<file path="src/rtl/store_unit_pkg.sv">
// -----------------------------------------------------------------------------
// store_unit_pkg
// Shared types and constants for the MEM-stage store engine.
//   STORE_XLEN       data/address width supported by the store path (32)
//   STORE_NUM_BYTES  byte lanes per word (byte-mask width)
//   store_funct3_t   RV32I store width encodings (SB/SH/SW), the write-side
//                    counterpart of the load funct3 encodings
//   word_addr()      clears the byte offset of an address
// -----------------------------------------------------------------------------
package store_unit_pkg;

  localparam int STORE_XLEN      = 32;
  localparam int STORE_NUM_BYTES = STORE_XLEN / 8;

  typedef enum logic [2:0] {
    sb = 3'b000,
    sh = 3'b001,
    sw = 3'b010
  } store_funct3_t;

  function automatic logic [STORE_XLEN-1:0] word_addr(input logic [STORE_XLEN-1:0] addr);
    return {addr[STORE_XLEN-1:2], 2'b00};
  endfunction

endpackage

</file>
<file path="src/rtl/store_unit_if.sv">
// -----------------------------------------------------------------------------
// store_unit_if
// Bundles the MEM-stage store request and the data-cache write port.
//   req_valid/req_funct3/req_addr/req_data  store request from MEM
//   req_ready/stall/misaligned/busy         status back to the pipeline
//   dmem_write/address/wdata/mbe            registered write to the data cache
//   dmem_resp                               cache took the write
// Modports:
//   master  pipeline + cache side (drives requests and dmem_resp)
//   slave   the store unit
// -----------------------------------------------------------------------------
interface store_unit_if;
  import store_unit_pkg::*;

  logic                       req_valid;
  logic [2:0]                 req_funct3;
  logic [STORE_XLEN-1:0]      req_addr;
  logic [STORE_XLEN-1:0]      req_data;
  logic                       req_ready;
  logic                       stall;
  logic                       misaligned;
  logic                       busy;

  logic                       dmem_write;
  logic [STORE_XLEN-1:0]      dmem_address;
  logic [STORE_XLEN-1:0]      dmem_wdata;
  logic [STORE_NUM_BYTES-1:0] dmem_mbe;
  logic                       dmem_resp;

  modport master (
    output req_valid, req_funct3, req_addr, req_data, dmem_resp,
    input  req_ready, stall, misaligned, busy,
           dmem_write, dmem_address, dmem_wdata, dmem_mbe
  );

  modport slave (
    input  req_valid, req_funct3, req_addr, req_data, dmem_resp,
    output req_ready, stall, misaligned, busy,
           dmem_write, dmem_address, dmem_wdata, dmem_mbe
  );

endinterface

</file>
<file path="src/rtl/store_unit_align.sv">
// -----------------------------------------------------------------------------
// store_align
// Purely combinational lane steering for SB/SH/SW.
//   funct3    store width encoding
//   addr_off  byte offset within the word (req_addr[1:0])
//   data      rs2 value
//   mbe       byte enables for the addressed lanes
//   wdata     store data replicated across all lanes
//   illegal   unaligned SH/SW or an unknown width encoding
// -----------------------------------------------------------------------------
module store_align
  import store_unit_pkg::*;
(
  input  logic [2:0]                 funct3,
  input  logic [1:0]                 addr_off,
  input  logic [STORE_XLEN-1:0]      data,
  output logic [STORE_NUM_BYTES-1:0] mbe,
  output logic [STORE_XLEN-1:0]      wdata,
  output logic                       illegal
);

  always_comb begin
    // NOTE: every output gets a default before the case so no path leaves a
    // value unassigned, which would otherwise infer a latch.
    mbe     = '0;
    wdata   = data;
    illegal = 1'b0;
    case (funct3)
      sb: begin
        mbe   = 4'b0001 << addr_off;
        wdata = {4{data[7:0]}};
      end
      sh: begin
        mbe     = addr_off[1] ? 4'b1100 : 4'b0011;
        wdata   = {2{data[15:0]}};
        illegal = addr_off[0];
      end
      sw: begin
        mbe     = 4'b1111;
        wdata   = data;
        illegal = (addr_off != 2'b00);
      end
      default: illegal = 1'b1;
    endcase
  end

endmodule

</file>
<file path="src/rtl/store_unit.sv">
// -----------------------------------------------------------------------------
// store_unit
// MEM-stage store engine for the RV32I pipeline. Checks alignment of SB/SH/SW,
// forms the word address, replicated data and byte mask, drives the data-cache
// write handshake and stalls the pipeline until the write is taken.
// Ports:
//   clk   system clock, all state on the rising edge
//   rst   synchronous, active-high reset
//   bus   store_unit_if.slave (request, status and dmem write port)
// Parameters:
//   XLEN       data/address width; only 32 is supported
//   NUM_BYTES  XLEN/8, byte-mask width
// Configuration:
//   STORE_BUFFER_EN  one-entry posted store buffer: the pipeline is released
//                    in the accept cycle and back-to-back stores chain on
//                    dmem_resp. Undefined: fully blocking stores.
// -----------------------------------------------------------------------------
module store_unit
  import store_unit_pkg::*;
#(
  parameter int XLEN      = STORE_XLEN,
  parameter int NUM_BYTES = XLEN / 8
) (
  input  logic        clk,
  input  logic        rst,
  store_unit_if.slave bus
);

  if (XLEN != STORE_XLEN || NUM_BYTES * 8 != XLEN) begin : g_bad_xlen
    $error("store_unit: only XLEN=32 / NUM_BYTES=4 is supported");
  end

  typedef enum logic {
    IDLE  = 1'b0,
    WRITE = 1'b1
  } state_t;

  state_t               state_q, state_d;
  logic                 load;
  logic                 req_ready_c, stall_c, misaligned_c;

  logic [NUM_BYTES-1:0] align_mbe;
  logic [XLEN-1:0]      align_wdata;
  logic                 align_illegal;

  logic                 dmem_write_q;
  logic [XLEN-1:0]      addr_q, wdata_q;
  logic [NUM_BYTES-1:0] mbe_q;

  store_align u_align (
    .funct3   (bus.req_funct3),
    .addr_off (bus.req_addr[1:0]),
    .data     (bus.req_data),
    .mbe      (align_mbe),
    .wdata    (align_wdata),
    .illegal  (align_illegal)
  );

  // Next state and per-cycle handshake. A request is only judged legal or
  // illegal in a cycle where it could actually be taken; otherwise it waits.
  always_comb begin
    state_d      = state_q;
    load         = 1'b0;
    req_ready_c  = 1'b0;
    stall_c      = 1'b0;
    misaligned_c = 1'b0;
    case (state_q)
      IDLE: begin
        if (bus.req_valid) begin
          if (align_illegal) begin
            misaligned_c = 1'b1;
            req_ready_c  = 1'b1;
          end else begin
            load    = 1'b1;
            state_d = WRITE;
`ifdef STORE_BUFFER_EN
            req_ready_c = 1'b1;   // posted: pipeline runs on while busy
`else
            stall_c     = 1'b1;
`endif
          end
        end
      end
      WRITE: begin
`ifdef STORE_BUFFER_EN
        if (bus.req_valid) begin
          if (bus.dmem_resp) begin
            if (align_illegal) begin
              // Outstanding write completes; the bad request is dropped.
              misaligned_c = 1'b1;
              req_ready_c  = 1'b1;
              state_d      = IDLE;
            end else begin
              // Chain the next store into the freed buffer entry.
              load        = 1'b1;
              req_ready_c = 1'b1;
            end
          end else begin
            stall_c = 1'b1;
          end
        end else if (bus.dmem_resp) begin
          state_d = IDLE;
        end
`else
        // MEM holds the store in place until the cache response retires it.
        if (bus.dmem_resp) begin
          state_d     = IDLE;
          req_ready_c = bus.req_valid;
        end else begin
          stall_c = bus.req_valid;
        end
`endif
      end
      default: state_d = IDLE;
    endcase
  end

  always_ff @(posedge clk) begin
    // NOTE: sequential state uses non-blocking assignments so every register
    // samples pre-edge values regardless of statement order.
    if (rst) begin
      state_q      <= IDLE;
      dmem_write_q <= 1'b0;
      // NOTE: the write-port registers are reset too, so the cache port
      // shows defined zeros after reset instead of stale or unknown data.
      addr_q       <= '0;
      wdata_q      <= '0;
      mbe_q        <= '0;
    end else begin
      state_q      <= state_d;
      dmem_write_q <= (state_d == WRITE);
      if (load) begin
        addr_q  <= word_addr(bus.req_addr);
        wdata_q <= align_wdata;
        mbe_q   <= align_mbe;
      end
    end
  end

  assign bus.req_ready    = req_ready_c;
  assign bus.stall        = stall_c;
  assign bus.misaligned   = misaligned_c;
  assign bus.busy         = (state_q == WRITE);
  assign bus.dmem_write   = dmem_write_q;
  assign bus.dmem_address = addr_q;
  assign bus.dmem_wdata   = wdata_q;
  assign bus.dmem_mbe     = mbe_q;

endmodule

</file>
<file path="src/flat_wrapper.sv">
// flat-port wrapper written by rule: the top's interface ports become plain ports
module store_unit_flat import store_unit_pkg::*;
#(
  parameter int XLEN      = STORE_XLEN,
  parameter int NUM_BYTES = XLEN / 8
)
  (clk, rst, bus_req_valid, bus_req_funct3, bus_req_addr, bus_req_data, bus_dmem_resp, bus_req_ready, bus_stall, bus_misaligned, bus_busy, bus_dmem_write, bus_dmem_address, bus_dmem_wdata, bus_dmem_mbe);
  store_unit_if bus_i ();
  input  logic clk;
  input  logic rst;
  input wire logic [$bits(bus_i.req_valid)-1:0] bus_req_valid;
  input wire logic [$bits(bus_i.req_funct3)-1:0] bus_req_funct3;
  input wire logic [$bits(bus_i.req_addr)-1:0] bus_req_addr;
  input wire logic [$bits(bus_i.req_data)-1:0] bus_req_data;
  input wire logic [$bits(bus_i.dmem_resp)-1:0] bus_dmem_resp;
  output wire logic [$bits(bus_i.req_ready)-1:0] bus_req_ready;
  output wire logic [$bits(bus_i.stall)-1:0] bus_stall;
  output wire logic [$bits(bus_i.misaligned)-1:0] bus_misaligned;
  output wire logic [$bits(bus_i.busy)-1:0] bus_busy;
  output wire logic [$bits(bus_i.dmem_write)-1:0] bus_dmem_write;
  output wire logic [$bits(bus_i.dmem_address)-1:0] bus_dmem_address;
  output wire logic [$bits(bus_i.dmem_wdata)-1:0] bus_dmem_wdata;
  output wire logic [$bits(bus_i.dmem_mbe)-1:0] bus_dmem_mbe;
  assign bus_i.req_valid = bus_req_valid;
  assign bus_i.req_funct3 = bus_req_funct3;
  assign bus_i.req_addr = bus_req_addr;
  assign bus_i.req_data = bus_req_data;
  assign bus_i.dmem_resp = bus_dmem_resp;
  assign bus_req_ready = bus_i.req_ready;
  assign bus_stall = bus_i.stall;
  assign bus_misaligned = bus_i.misaligned;
  assign bus_busy = bus_i.busy;
  assign bus_dmem_write = bus_i.dmem_write;
  assign bus_dmem_address = bus_i.dmem_address;
  assign bus_dmem_wdata = bus_i.dmem_wdata;
  assign bus_dmem_mbe = bus_i.dmem_mbe;
  store_unit #(.XLEN(XLEN), .NUM_BYTES(NUM_BYTES)) u_core (.clk(clk), .rst(rst), .bus(bus_i));
endmodule
</file>
<file path="config.mk">
export PLATFORM = sky130hd
export DESIGN_NAME = store_unit_flat
export DESIGN_NICKNAME = d
export VERILOG_FILES = /design/src/rtl/store_unit_pkg.sv /design/src/rtl/store_unit_if.sv /design/src/rtl/store_unit_align.sv /design/src/rtl/store_unit.sv /design/src/flat_wrapper.sv
export SDC_FILE = /design/constraint.sdc
export NUM_CORES = 1
export LEC_CHECK = 0
export ABC_AREA = 1
export CORE_ASPECT_RATIO = 1.4
export CORE_MARGIN = 1.5
export CORE_UTILIZATION = 32
export DETAILED_ROUTE_END_ITERATION = 16
export PLACE_DENSITY = 0.67
export SLEW_MARGIN = 20
export SYNTH_ARGS = -nofsm -noshare
export SYNTH_HDL_FRONTEND = slang
export SYNTH_SLANG_ARGS = --single-unit
</file>
<file path="constraint.sdc">
create_clock -name clk -period 1.8 [get_ports clk]
set_clock_uncertainty 0.2 [all_clocks]
set_input_delay 0.18 -clock clk [delete_from_list [all_inputs] [get_ports clk]]
set_output_delay 0.18 -clock clk [all_outputs]
set_load 0.01 [all_outputs]
</file>
### Word-level counts from Yosys, hierarchy flattened

Index checks and enable logic that the tools add are counted.

* flip-flop bits (word level): 67
* output and inout port bits: 73
* RAM bits: 0
* memories kept: 0
* bits of input ports: 71
* memory bits (read-only): 0
* word-level logic and storage cells: 26
* bits in latches: 0

* bitwise gates (word level): 1
* shift operators: 1
* muxes and demuxes: 16
* order comparisons: 0
* multipliers: 0
* div/mod/pow operators: 0
* add/sub/neg operators: 0
* reduce and logical (&&, ||, !) cells: 2
* eq/ne operators: 2

Operator list (count)
* case mux 32 bit (2 select lines): 1
* case mux 4 bit (3 select lines): 1
* two-way mux 1 bit: 9
* case mux 1 bit (2 select lines): 3
* two-way mux 4 bit: 1
* << shifter 1 x 2 -> 4 bit (first input constant): 1
* == test 3 x 1 -> 1 bit (second input constant): 1
* == test 3 x 2 -> 1 bit (second input constant): 1
* logical NOT 3 bit: 1
* case mux 1 bit (3 select lines): 1
* nonzero test 2 bit: 1
* inverter 1 bit: 1

### Depth between registers and ports, before layout

* depth after elaboration: 5
* mapped depth: 9
* mapped depth without buffers: 9

### By module

From an unflattened synthesis, not the netlist that was laid out.

* cells, all modules: 549
* area, all modules: 3349.5 um2

By module, submodules not included
* store_unit: instances 1, cells an instance 434, area an instance 2811.4 um2, seq. area each 1341.3 um2
* store_align: instances 1, cells an instance 115, area an instance 538.0 um2, seq. area each 0.0 um2

### Worst setup path before layout

No wires, ideal clock.

* kind: reg2out
* from: reg u_core.state_q (netlist: u_core.bus.busy)
* to: out bus_stall
* data arrival time: 1.175 ns
* required time: 1.420 ns
* setup slack: 0.245 ns
* buffers on the path: 1
* cell stages (with the launch flop): 7
* path through: dfxtp_1 nor2_1 nand4_2 buf_4 o21ai_0 inv_1 nor2_1

* longest elaborated chain between the ends: 2

Ends and longest elaborated chain
* start, declared: RTL line store_unit.sv:38 `state_t state_q, state_d;`
* start signal, assigned: RTL line store_unit.sv:130 `state_q <= state_d;`
* inverter 1 bit
* case mux 1 bit (2 select lines) (*): RTL line store_unit.sv:67 `case (state_q)`
* end, declared: RTL line flat_wrapper.sv:17 `output wire logic [$bits(bus_i.stall)-1:0] bus_stall;`

Mark *: on every way between the ends. The rest lies on a longest branch, timed or not.

### Worst setup path in the final report

* from: reg u_core.state_q (netlist: u_core.bus.busy)
* to: out bus_busy

RTL lines
* end, declared: RTL line flat_wrapper.sv:19 `output wire logic [$bits(bus_i.busy)-1:0] bus_busy;`

No word-level cell between the ends.

==> results.md <==
- Crit end category: output pin
- Area of the multi-input gates: 1470 sq um
- Reg2reg end: u_core.bus.dmem_address[5]
- Root Buffer: clkbuf_16
- Layout area overhead: 62.5%
- Hold-fix buffers, CTS: 0
- Core Area: a little under 10,000 sq um
- PwrDens: between 800 and 900 nW/um^2
- Final wirelength: about 9900 um
- Number of diodes: 0
- Reg2reg path depth: 7
- Overall via count from detail_route: 3,552
- Die area: approximately 11,000 sq um
- Setup crit start kind: register
- Fin util: 53.2%
- Slowest stage cell on the critical path: clkdlybuf4s50_1
- Minimum clock period: 1.72 ns
- CP top delay family: buffers and inverters
- Req. time, crit path: about 1.4 ns
- Pins Over Slew Limit: 0
- I/O Buffers: around 140
- Vias per Instance: 4.25
- WS Path Type: register to output pin
- Remaining DRCs: 0
- CP cell instances: buf_4 -> clkdlybuf4s50_1
- Clk sinks: 67
- FF-to-FF setup slack: roughly 0.34 ns
- Reg clk slew, reported paths: approximately 0.05 ns
- Finish-stage setup viols: 0
- CTS buffer count: 9
- FP Rows: 43
- F_max: approximately 580 MHz
- Drt first pass iters: 6
- Post-DP Area: slightly below 5000 sq um
- Min-delay src: bus_req_addr[23]
- Leakage power: between 2 and 3 nW
- RR Startpoint: u_core.bus.busy
- Crit path buffers/inverters: 2
- Hold depth: 3
- Syn Area/Cell: 5.91 sq um
- Post-DP HPWL: roughly 7100 um
- Fraction of layout cells with a size suffix above 1: 7.28%
- Htree depth: 3
- Period utilisation layout: a little over nine tenths
- Synth warn: 0
- GRT Overall Usage: between 10% and 20%
- Design area: 5240 sq um
- Syn Std Cell Area: 3230 sq um
- Post-synthesis sequential area ratio: about two fifths
- CTS tree: yes
- IO Pins: around 140
- Fillcell total: around 970
- Storage element area: between 1000 and 1500 sq um
- Largest net degree at the start of global routing: 80
- CP Max Fanout: 4
- Number of global-route vias before repair: between 3,000 and 4,000
- Die width: a little under 90 um
- Leading cell type in the layout, fill and taps excluded: nand2_1
- Placer congestion estimate: approximately 0.9
- Initial core utilization: 32.8%
- Slowest stage delay, CP: ~0.53 ns
- Hold Path End: u_core.bus.dmem_address[23]
- Clk_lat worst skew: roughly 0.32 ns
- WL per Instance: 11.8 um
- Status: completed
- Max-cap viol count: 0
- Initial antenna violation count: 0
- Nets@finish: ~770
- Data arrival time of the critical path: between 1 and 1.5 ns
- Die Y-Extent: between 100 and 150 um
- Fin. Hold Viols: 0
- Flops & latches, synth: 67
- Pwr Total: between 0.004 and 0.005 W
- Antenna-violating nets left: 0
- Hold crit path type: primary input to register
- Unrepaired setup endpoints after global routing: true
- # Post-CTS Setup Buffers: 0
- Peak VDD IR: 0.556 mV
- Gr ovfl total: 0
- First-pass GRT wire length: around 15,000 um
- Cells after Synth: approximately 550
- Cell variety after synth: 17
- TNS Setup: 0 ns
- Clk buf depth: 2
- Initial DRC Count: between 150 and 200
- Most frequent cells in the layout: nand2_1 (210), nor2_1 (137), clkdlybuf4s50_1 (133)
-- worst register-to-register path, delay by kind of cell (launching register included) --
family	cells	cell delay [ns]
AND/OR/NAND/NOR	5	0.49
buffers and inverters	2	0.38
flip-flops	1	0.33
-- cell usage after synthesis, drive strengths merged --
cell / instances / area (sq um)
clkinv: 1 / 3.75
conb: 1 / 3.75
nor2: 140 / 528
o21ai: 1 / 5.00
buf: 21 / 126
clkbuf: 6 / 22.5
nand4: 2 / 18.8
dfxtp: 67 / 1340
o211ai: 1 / 7.51
nand2: 210 / 788
nand3: 15 / 75.1
inv: 79 / 297
a21oi: 2 / 10.0
-- cell type report --
type,count,share of cell area [%]
repair buffers,165,31.1
multi-input cells,373,28.1
flip-flops and latches,67,25.6
inverters,80,5.73
clock buffers,11,4.82
well taps,135,3.22
clock inverters,5,1.43
-- per-layer routing --
metal | vias to the layer above | wire [um] | GRT usage, %
met3 | 28 | 526 | 4.27
met1 | 1553 | 3940 | 19.8
li1 | 1868 | - | -
met2 | 103 | 4990 | 32.5
met4 | 0 | 407 | 11.4
met5 | - | 0 | 0
-- timing repair --
item / 4_1_cts / 5_1_grt
resized for setup: 18 / 4
pin swaps: 3 / 0
endpoints found under the setup margin: 31 / 4
-- cell families after synthesis --
logic type,Yosys count,share of synthesized area [%]
AND/OR/NAND/NOR,367,43.7
buffers and inverters,107,13.9
other,1,0.116
AO/OA/AOI/OAI,4,0.698
flip-flops,67,41.6
-- sequential cells by signal (all words and copies together), names as in the netlist --
register,count
u_core.bus.dmem_mbe,4
u_core.bus.dmem_wdata,32
u_core.bus.busy,1
u_core.bus.dmem_address,30
-- how the worst max path moves through the flow --
stage / start / cells past startpoint / slack, ns / end
floorplan: u_core.bus.busy / 6 / 0.24 / bus_stall
global placement: bus_req_funct3[1] / 7 / -0.42 / bus_stall
detailed placement: bus_req_funct3[1] / 7 / -0.43 / bus_stall
CTS: bus_req_valid / 8 / -0.02 / bus_stall
global route: bus_req_valid / 8 / -0.01 / bus_stall
finish: u_core.bus.busy / 2 / 0.08 / bus_busy
-- stage by stage --
| stage | hold slack [ns] | std cells | worst slack, ns |
|---|---|---|---|
| finish | 0.230 | 836 | 0.0816 |
| global route | 0.231 | 836 | -0.0111 |
| CTS | 0.219 | 836 | -0.0219 |
| detailed placement | 0.301 | 820 | -0.429 |
| global placement | 0.297 | 820 | -0.423 |
| floorplan | 0.0524 | 547 | 0.245 |
-- power breakdown --
part           total [W]  switching [W]  internal (W)
registers        0.00164      0.0000533       0.00159
logic           0.000890       0.000419      0.000471
clock network    0.00192       0.000636       0.00128
total            0.00445        0.00111       0.00334
(Power assumes the default switching activity.)
